<file path="src/rtl/imm_gen_pipe.sv">
// Registered RISC-V immediate generator: combinational format decode feeding a
// 2-entry output FIFO with valid/ready handshakes on both sides.
module imm_gen_pipe #(
  parameter int XLEN   = 32,
  parameter int BJ_ADJ = 4
) (
  input  logic            clk,
  input  logic            rst_n,
  input  logic            flush,
  input  logic            in_valid,
  output logic            in_ready,
  input  logic [31:0]     instr,
  input  logic [2:0]      imm_src,
  output logic            out_valid,
  input  logic            out_ready,
  output logic [XLEN-1:0] imm_ext,
  output logic            imm_err
);

  typedef enum logic [2:0] {
    FMT_I     = 3'b000,
    FMT_S     = 3'b001,
    FMT_B     = 3'b010,
    FMT_J     = 3'b011,
    FMT_U     = 3'b100,
    FMT_SHAMT = 3'b101,
    FMT_ZIMM  = 3'b110,
    FMT_ILL   = 3'b111
  } fmt_e;

  localparam logic [XLEN-1:0] ADJ = XLEN'(BJ_ADJ);

  logic [XLEN-1:0] imm_d;
  logic            err_d;

  // Opcode bits carry no immediate information in any format.
  logic unused_opcode;
  assign unused_opcode = ^instr[6:0];

  // A size cast of a signed operand sign-extends, which gives sext() at XLEN.
  always_comb begin
    // NOTE: every output of a combinational block gets a default first, so no
    // path through the case can leave it unassigned and infer a latch.
    imm_d = '0;
    err_d = 1'b0;
    unique case (fmt_e'(imm_src))
      FMT_I:     imm_d = XLEN'($signed(instr[31:20]));
      FMT_S:     imm_d = XLEN'($signed({instr[31:25], instr[11:7]}));
      FMT_B:     imm_d = XLEN'($signed({instr[31], instr[7], instr[30:25],
                                        instr[11:8], 1'b0})) - ADJ;
      FMT_J:     imm_d = XLEN'($signed({instr[31], instr[19:12], instr[20],
                                        instr[30:21], 1'b0})) - ADJ;
      FMT_U:     imm_d = XLEN'($signed({instr[31:12], 12'b0}));
      FMT_SHAMT: imm_d = (XLEN == 64) ? XLEN'(instr[25:20]) : XLEN'(instr[24:20]);
      FMT_ZIMM:  imm_d = XLEN'(instr[19:15]);
      FMT_ILL:   err_d = 1'b1;
      default:   err_d = 1'b1;
    endcase
  end

  logic [XLEN-1:0] imm_mem [2];
  logic            err_mem [2];
  logic            head;
  logic            tail;
  logic [1:0]      count;
  logic            push;
  logic            pop;

  assign in_ready  = (count != 2'd2);
  assign out_valid = (count != 2'd0);
  assign push      = in_valid && in_ready;
  assign pop       = out_valid && out_ready;

  // Masked while empty so the consumer never sees stale entries.
  assign imm_ext = out_valid ? imm_mem[head] : '0;
  assign imm_err = out_valid ? err_mem[head] : 1'b0;

  always_ff @(posedge clk or negedge rst_n) begin
    if (!rst_n) begin
      // NOTE: storage is cleared too; it is only two entries and it keeps
      // simulation free of X on the masked read path.
      imm_mem[0] <= '0;
      imm_mem[1] <= '0;
      err_mem[0] <= 1'b0;
      err_mem[1] <= 1'b0;
      head       <= 1'b0;
      tail       <= 1'b0;
      count      <= 2'd0;
    end else if (flush) begin
      head  <= 1'b0;
      tail  <= 1'b0;
      count <= 2'd0;
    end else begin
      // NOTE: non-blocking assignments let every register sample pre-edge
      // values, so head/tail/count updates here are order-independent.
      if (push) begin
        imm_mem[tail] <= imm_d;
        err_mem[tail] <= err_d;
        tail          <= ~tail;
      end
      if (pop) begin
        head <= ~head;
      end
      unique case ({push, pop})
        2'b10:   count <= count + 2'd1;
        2'b01:   count <= count - 2'd1;
        default: count <= count;
      endcase
    end
  end

endmodule

</file>
<file path="config.mk">
export PLATFORM = sky130hd
export DESIGN_NAME = imm_gen_pipe
export DESIGN_NICKNAME = d
export VERILOG_FILES = /design/src/rtl/imm_gen_pipe.sv
export SDC_FILE = /design/constraint.sdc
export NUM_CORES = 1
export LEC_CHECK = 0
export CORE_MARGIN = 4
export CORE_UTILIZATION = 45
export CTS_BUF_LIST = sky130_fd_sc_hd__clkbuf_8
export DETAILED_ROUTE_END_ITERATION = 8
export GPL_TIMING_DRIVEN = 0
export PLACE_DENSITY = 0.71
export SETUP_SLACK_MARGIN = 0.3
export SYNTH_ARGS = -nofsm -noshare
export SYNTH_HDL_FRONTEND = slang
export SYNTH_SLANG_ARGS = --single-unit
export TNS_END_PERCENT = 50
</file>
<file path="constraint.sdc">
create_clock -name clk -period 1.8 [get_ports clk]
set_input_delay 0.36 -clock clk [delete_from_list [all_inputs] [get_ports clk]]
set_output_delay 0.36 -clock clk [all_outputs]
set_load 0.02 [all_outputs]
</file>
==> summary.md, run 1 <==
| Metric | Value |
|---|---|
| Status | `finished with violations` |
| Violated checks | `setup timing` |
| Tightest Hold Check Type | `input port to async pin` |
| CTS Hold Buffers Added | `0` |
| Fin worst setup slack | `-0.0982 ns` |
| Clock sinks | `70` |
| Crit-path max FO | `5` |
| Final Cell Area | `6770 µm²` |
| Synth area leader | `dfrtp_1` |
| Main combinational cell family by area after synthesis | `simple AND/OR/NAND/NOR gates` |
| Vias | `4,320` |
| Max_slew headroom | `38.5%` |
| Final count of negative-setup-slack endpoints | `54` |
| Nets | `658` |
| Mux share of post-synthesis cell area | `16.2%` |
| PortBufs | `65` |
| Ys async rst share | `100%` |
| Period utilization | `105%` |
| Pwr per Cell Area | `792 nW/µm²` |
| H-tree depth | `3` |
| Register area share after synthesis | `40.7%` |
| Hold Fails Final Rpt | `0` |
| Placed inst area | `5370 µm²` |
| First-pass GRT wire length | `22,000 µm` |
| Worst path max stage delay | `0.47 ns` |
| Synth Register Bits | `70` |
| Synth cell count leaders | `70 x dfrtp_1, 60 x nand2_1, 58 x nor2_1, 37 x mux2i_1, 27 x mux2_2` |
| Post-synth EDFFs | `0` |
| Critical path buffers and inverters | `4` |
| Vert. Die Dim | `106 µm` |
| Simple-gate portion of the synthesized area | `20.1%` |
| VDD IR-drop max | `0.477 mV` |
| Worst Setup Path Type | `input port to flip-flop` |
| RSZ-0062 raised after global routing | `yes` |
| Later-pin clock latency in the skew report | `0.35 ns` |
| Core Area | `9280 µm²` |
| Final wirelength | `14,500 µm` |
| Die W | `106 µm` |
| CP Capture Type | `flip-flop` |
| CTS Buf Count | `9` |
| Post-synthesis cell type count | `65` |
| Residual DRC count | `0` |
| Compound-Gate Fraction of Synth Area | `15.7%` |
| Largest net degree at the start of global routing | `71` |
| Initial Util | `46.4%` |
| Clock tree from TritonCTS | `yes` |
| Crit path DAT | `2.14 ns` |
| Post-DR vias/cell | `5.76` |
| Syn Area/Cell | `9.09 µm²` |
| Post-Syn Nets | `516` |
| Gate Count Post-Synth | `474` |
| Worst-path clk slew | `0.08 ns` |
| CP top delay family | `simple AND/OR/NAND/NOR gates` |
| Ys Warns | `0` |
| Tmin final | `1.90 ns` |
| Placed Cells | `668` |
| Vias in the first global route | `4,196` |
| DRT Pass-1 Iters | `8` |
| Die ar. | `11,200 µm²` |
| Area share of the largest cell type after synthesis | `40.7%` |
| Clock Path Buffers | `2` |
| R2r startpoint | `count[0]$_DFFE_PN0P_` |
| R2R Path End | `imm_mem[52]$_DFFE_PN0P_` |
| Req. time, crit path | `2.04 ns` |
| Total grt overflow | `0` |
| Layout cell share with drive strength beyond 1 | `44.1%` |
| # diodes | `0` |
| Root buffer cell | `clkbuf_8` |
| Count leader, synth | `dfrtp_1` |
| Slew @ Worst Pin | `0.923 ns` |
| Synth Area in XOR/XNOR | `2.44%` |
| DR WL/cell | `19.4 µm` |
| Reg2Reg Setup Slack | `-0.01 ns` |
| Max_cap viols | `0` |
| DP HPWL | `9090 µm` |
| Main synth FF type | `dfrtp_1` |
| Initial antenna violation count | `0` |
| Layout area overhead | `57.1%` |
| Starting DRC count in detailed routing | `319` |
| IO Pins | `75` |
| Std-Cell Rows | `35` |
| Worst R2R Path Depth | `5` |
| Routability-driven placement congestion ratio | `0.898` |
| Levels on crit path | `10` |
| Leak | `3.06 nW` |
| Fmax | `527 MHz` |
| Crit-path slowest cell | `or4b_4` |
| CP startpoint kind | `input port` |
| Synth area leaders | `dfrtp_1 41%, mux2i_1 8.6%, mux2_2 7.1%` |
| Layout Cells excl Fill | `750` |
| Clock Skew | `0.0118 ns` |
| Adder-cell area share of the yosys netlist | `0.581%` |
| Synth Cell Area | `4310 µm²` |
| End-of-flow core utilization | `72.9%` |
| Final slew viol count | `0` |
| CP cell instances | `buf_12 -> inv_12 -> ha_4 -> or4b_4 -> buf_8 -> buf_6 -> nor3_4 -> a211oi_2 -> nand4b_1 -> mux2_4` |
| Total Routing Usage GR | `24.9%` |
| Post-route ant nets | `0` |
logic make-up after synthesis:
family          after synthesis
compound gates              105
fa+ha+maj                     2
simple gates                176
flops                        70
xor+xnor                     12
mux                          65
buf+inv                      44
layout by cell type, fill, tap and decap left out, types with 4 or more instances in the layout:
cell / count
o21ai_0: 10
clkbuf_2: 4
clkdlybuf4s50_1: 4
buf_8: 11
o31ai_1: 8
a21oi_2: 4
buf_4: 65
buf_6: 25
a21oi_1: 7
a21boi_1: 4
clkbuf_16: 9
nor4_4: 4
a21boi_4: 6
nor3_4: 4
nand2b_1: 4
buf_2: 19
nand2_1: 55
xor2_1: 6
o21ai_2: 6
or3_4: 6
buf_12: 6
clkbuf_8: 15
mux2i_1: 34
dfrtp_1: 68
dlygate4sd2_1: 10
o21ai_1: 27
inv_1: 7
nor2_1: 54
mux2_4: 23
mux2_2: 4
layer usage:
layer | wire [µm] | part of all wire, % | vias up | track usage (%)
li1 | - | - | 1967 | -
met1 | 6300 | 43 | 2163 | 34.0
met2 | 7100 | 49 | 161 | 40.7
met3 | 839 | 5.8 | 29 | 3.37
met4 | 305 | 2.1 | 0 | 8.14
met5 | 0 | 0 | - | 0
flip-flops by register name, indices dropped and copies added, names as in the netlist:
| register | cells |
|---|---|
| tail | 1 |
| count | 2 |
| head | 1 |
| imm_mem | 64 |
| err_mem | 2 |
repair_timing:
item                                    4_1_cts  5_1_grt
endpoints found under the setup margin      102      101
gates resized for setup                     379       72
gates cloned                                  6        4
pin swaps                                    46       36
buffers inserted                             41       15
metrics by stage:
step	setup slack (ns)	TNS (ns)	hold WS [ns]	total power, W
floorplan	-0.216	-6.33	0.0644	0.00298
global placement	-1.96	-217.60	0.460	0.00346
detailed placement	-1.10	-81.48	0.465	0.00351
CTS	-0.185	-2.04	0.177	0.00517
global route	-0.132	-5.49	0.208	0.00560
finish	-0.0982	-1.93	0.133	0.00536
power breakdown:
group	internal [W]	total, W	switching, W	leakage, nW
Sequential	0.00192	0.00214	0.000220	0.901
Combinational	0.000927	0.00178	0.000854	2.04
Clock	0.000816	0.00144	0.000625	0.118
Total	0.00366	0.00536	0.00170	3.06
final cells by class:
| type | instances | area (µm²) |
|---|---|---|
| Timing Repair Buffer | 131 | 1180 |
| Clock inverter | 6 | 86.3 |
| Buffer | 31 | 442 |
| Tap cell | 129 | 161 |
| Multi-Input combinational cell | 360 | 2920 |
| Inverter | 13 | 86.3 |
| Sequential cell | 70 | 1750 |
| Fill cell | 670 | 2520 |
| Clock buffer | 10 | 138 |
worst max-delay path by stage:
| stage | slack [ns] | end | start |
|---|---|---|---|
| after floorplan | -0.22 | imm_mem[48]$_DFFE_PN0P_ | instr[28] |
| after global placement | -1.96 | imm_mem[19]$_DFFE_PN0P_ | rst_n |
| after detailed placement | -1.10 | imm_mem[50]$_DFFE_PN0P_ | instr[22] |
| after CTS | -0.19 | imm_mem[48]$_DFFE_PN0P_ | instr[23] |
| after global routing | -0.13 | imm_mem[47]$_DFFE_PN0P_ | instr[30] |
| final | -0.1 | imm_mem[52]$_DFFE_PN0P_ | instr[22] |
(Power assumes the default switching activity.)
==> run 2: changes to the inputs <==
--- a/config.mk
+++ b/config.mk
@@ -9,8 +9,9 @@
 export CORE_UTILIZATION = 45
 export CTS_BUF_LIST = sky130_fd_sc_hd__clkbuf_8
 export DETAILED_ROUTE_END_ITERATION = 8
+export DONT_BUFFER_PORTS = 1
 export GPL_TIMING_DRIVEN = 0
-export PLACE_DENSITY = 0.71
+export PLACE_DENSITY = 0.61
 export SETUP_SLACK_MARGIN = 0.3
 export SYNTH_ARGS = -nofsm -noshare
 export SYNTH_HDL_FRONTEND = slang
==> run 2 against run 1 <==
- the flow finishes with violations (hold timing, setup timing)
- design area is 2.3% lower
- total power is 2.1% higher
- count of clock-buffer cells in the layout stayed put
- clock skew is 0.0060 ns higher
- clock power is 7% higher
- largest power group unchanged
- hold slack worse by 0.43 ns
- utilization is 1.6 points lower
- sequential share of layout area is 0.60 points higher
- combinational power is 2% lower
- register-to-register slack better by 0.11 ns
- die area stayed put
- cell count is 12% lower
==> summary.md, run 2 (same netlist as run 1, synthesis figures left out) <==
| Metric | Value |
|---|---|
| Max_cap viols | `0 (unchanged)` |
| Tmin final | `1.82 ns (-0.0777 ns)` |
| Pwr per Cell Area | `828 nW/µm² (+4.5%)` |
| Biggest regs | `imm_mem x64, count x2, err_mem x2` |
| Crit-path slowest cell | `dfrtp_1` |
| Final Cell Area | `6620 µm² (-2.3%)` |
| Max FFs per register | `64 (unchanged)` |
| CP top delay family | `flip-flops` |
| # diodes | `0 (unchanged)` |
| DP HPWL | `8780 µm (-3.5%)` |
| Crit path DAT | `1.46 ns (-0.68 ns)` |
| Top reg by flops | `imm_mem` |
| Vert. Die Dim | `106 µm (unchanged)` |
| Layout cell share with drive strength beyond 1 | `51.1% (+7.0 points)` |
| Clock Path Buffers | `2 (unchanged)` |
| Root buffer cell | `clkbuf_8` |
| Slew @ Worst Pin | `0.568 ns (-0.354 ns)` |
| Routability-driven placement congestion ratio | `0.914 (+1.8%)` |
| Clock sinks | `70 (unchanged)` |
| VDD IR-drop max | `0.544 mV (+14%)` |
| Vias in the first global route | `3,824 (-8.9%)` |
| Final slew viol count | `0 (unchanged)` |
| Vias | `3,915 (-9.4%)` |
| Worst R2R Path Depth | `7 (+2)` |
| Clock Skew | `0.0178 ns (+0.00602 ns)` |
| Fmax | `549 MHz (+4.3%)` |
| Die W | `106 µm (unchanged)` |
| Layout area overhead | `53.6%` |
| Largest net degree at the start of global routing | `71 (unchanged)` |
| Worst path max stage delay | `0.39 ns (-0.08 ns)` |
| Placed inst area | `4720 µm² (-12%)` |
| Worst-path clk slew | `0.08 ns (about the same)` |
| Fin worst setup slack | `-0.0205 ns (+0.0777 ns)` |
| Pre-CTS setup slack | `-0.480 ns (+0.620 ns)` |
| Clock tree from TritonCTS | `yes` |
| CP cell instances | `buf_8 -> clkbuf_16 -> mux2i_1 -> nor2_2` |
| CP Capture Type | `output port` |
| DR WL/cell | `21.2 µm (+9.6%)` |
| CP startpoint kind | `flip-flop` |
| Violated checks | `hold timing, setup timing` |
| R2r startpoint | `count[0]$_DFFE_PN0P_` |
| Die ar. | `11,200 µm² (unchanged)` |
| Initial antenna violation count | `0 (unchanged)` |
| RSZ-0062 raised after global routing | `yes` |
| Hold Worst Slack | `-0.297 ns (-0.430 ns)` |
| IO Pins | `75 (unchanged)` |
| Later-pin clock latency in the skew report | `0.35 ns (about the same)` |
| DRT Pass-1 Iters | `5 (-3)` |
| Leak | `2.73 nW (-11%)` |
| PortBufs | `0 (-100%)` |
| Core Area | `9280 µm² (unchanged)` |
| Post-DR vias/cell | `5.90 (+2.5%)` |
| Std-Cell Rows | `35 (unchanged)` |
| Residual DRC count | `0 (unchanged)` |
| Nets | `572 (-13%)` |
| Final wirelength | `14,100 µm (-3.1%)` |
| R2R Path End | `imm_mem[40]$_DFFE_PN0P_` |
| Total grt overflow | `0 (unchanged)` |
| Post-route ant nets | `0 (unchanged)` |
| End-of-flow core utilization | `71.3% (-1.6 points)` |
| Crit-path max FO | `10 (+5)` |
| Hold Fails Final Rpt | `70 (+70)` |
| First-pass GRT wire length | `21,500 µm (-2.3%)` |
| Commonest non-fill, non-tap cell in the layout | `dfrtp_1` |
| CTS Buf Count | `9 (unchanged)` |
| Critical path buffers and inverters | `2 (-2)` |
| Req. time, crit path | `1.44 ns (-0.60 ns)` |
| Total Routing Usage GR | `24.6% (-0.29 points)` |
| Worst Setup Path Type | `flip-flop to output port` |
| Period utilization | `101% (-4.3 points)` |
| Initial Util | `46.4% (unchanged)` |
| Tightest Hold Check Type | `input port to async pin` |
| Starting DRC count in detailed routing | `266 (-17%)` |
| Most frequent cells in the layout | `68 x dfrtp_1, 39 x nand2_1, 25 x mux2i_1` |
| Status | `finished with violations` |
| Final count of negative-setup-slack endpoints | `7 (-87%)` |
| H-tree depth | `3 (unchanged)` |
| Max_slew headroom | `61.7% (+23 points)` |
| Reg2Reg Setup Slack | `0.10 ns (+0.11 ns)` |
==> run 2: cell count changes in the layout (fill, tap and decap cells not counted), sizes merged <==
cell           delta
clkdlybuf4s50     -4
clkinvlp          +1
dlygate4sd2      -10
bufinv            +1
buf              -71
inv               -3
dlymetal6s2s      -1
==> run 2: worst register-to-register path: stages, from the launching register on <==
cell and delay, ns:
dfrtp_2 0.41, nand2b_4 0.21, nand2_4 0.10, or3_4 0.36, clkbuf_16 0.19, clkbuf_16 0.17, nand2_4 0.08, o31ai_4 0.06
==> run 2: metal layers <==
layer,track usage (%),up-vias,wire [µm]
met4,6.75,0,249
met2,38.4,142,6760
met1,34.4,1948,6210
met3,5.57,23,869
met5,0,-,0
li1,-,1802,-
==> run 2: metrics by stage <==
step	std cells	total power, W	setup TNS (ns)
floorplan	474	0.00298	-6.33
global placement	603	0.00318	-27.79
detailed placement	603	0.00322	-29.49
CTS	637	0.00518	-0.747
global route	663	0.00574	-1.52
finish	663	0.00548	-0.0610
==> run 2: worst max path at each step <==
| stage | from | endpoint | slack (ns) | cells after the start |
|---|---|---|---|---|
| after floorplan | instr[28] | imm_mem[48]$_DFFE_PN0P_ | -0.22 | 6 |
| after global placement | head$_DFFE_PN0P_ | imm_ext[13] | -0.46 | 4 |
| after detailed placement | head$_DFFE_PN0P_ | imm_ext[10] | -0.48 | 4 |
| after CTS | head$_DFFE_PN0P_ | imm_ext[24] | -0.04 | 4 |
| after global routing | head$_DFFE_PN0P_ | imm_ext[28] | -0.1 | 4 |
| final | head$_DFFE_PN0P_ | imm_ext[28] | -0.02 | 4 |
==> run 2: cell type report <==
cell class                      count  area, µm²
Buffer                             31        459
Multi-Input combinational cell    360       3410
Clock inverter                      5       98.8
Timing Repair Buffer               45        459
Tap cell                          129        161
Inverter                           13        130
Clock buffer                       10        138
Sequential cell                    70       1750
Fill cell                         667       2670
==> run 2: what timing repair did <==
action,in CTS,in global routing
pin swaps,66,59
setup endpoints to repair,101,101
buffers inserted,14,24
gates resized for setup,201,107
endpoints found under the hold margin,70,70
gates cloned,5,2
==> run 2: where the power goes <==
group / internal (W) / switching, W / total, W
combinational: 0.000890 / 0.000845 / 0.00174
clock: 0.000944 / 0.000597 / 0.00154
sequential: 0.00192 / 0.000275 / 0.00220
total: 0.00376 / 0.00172 / 0.00548
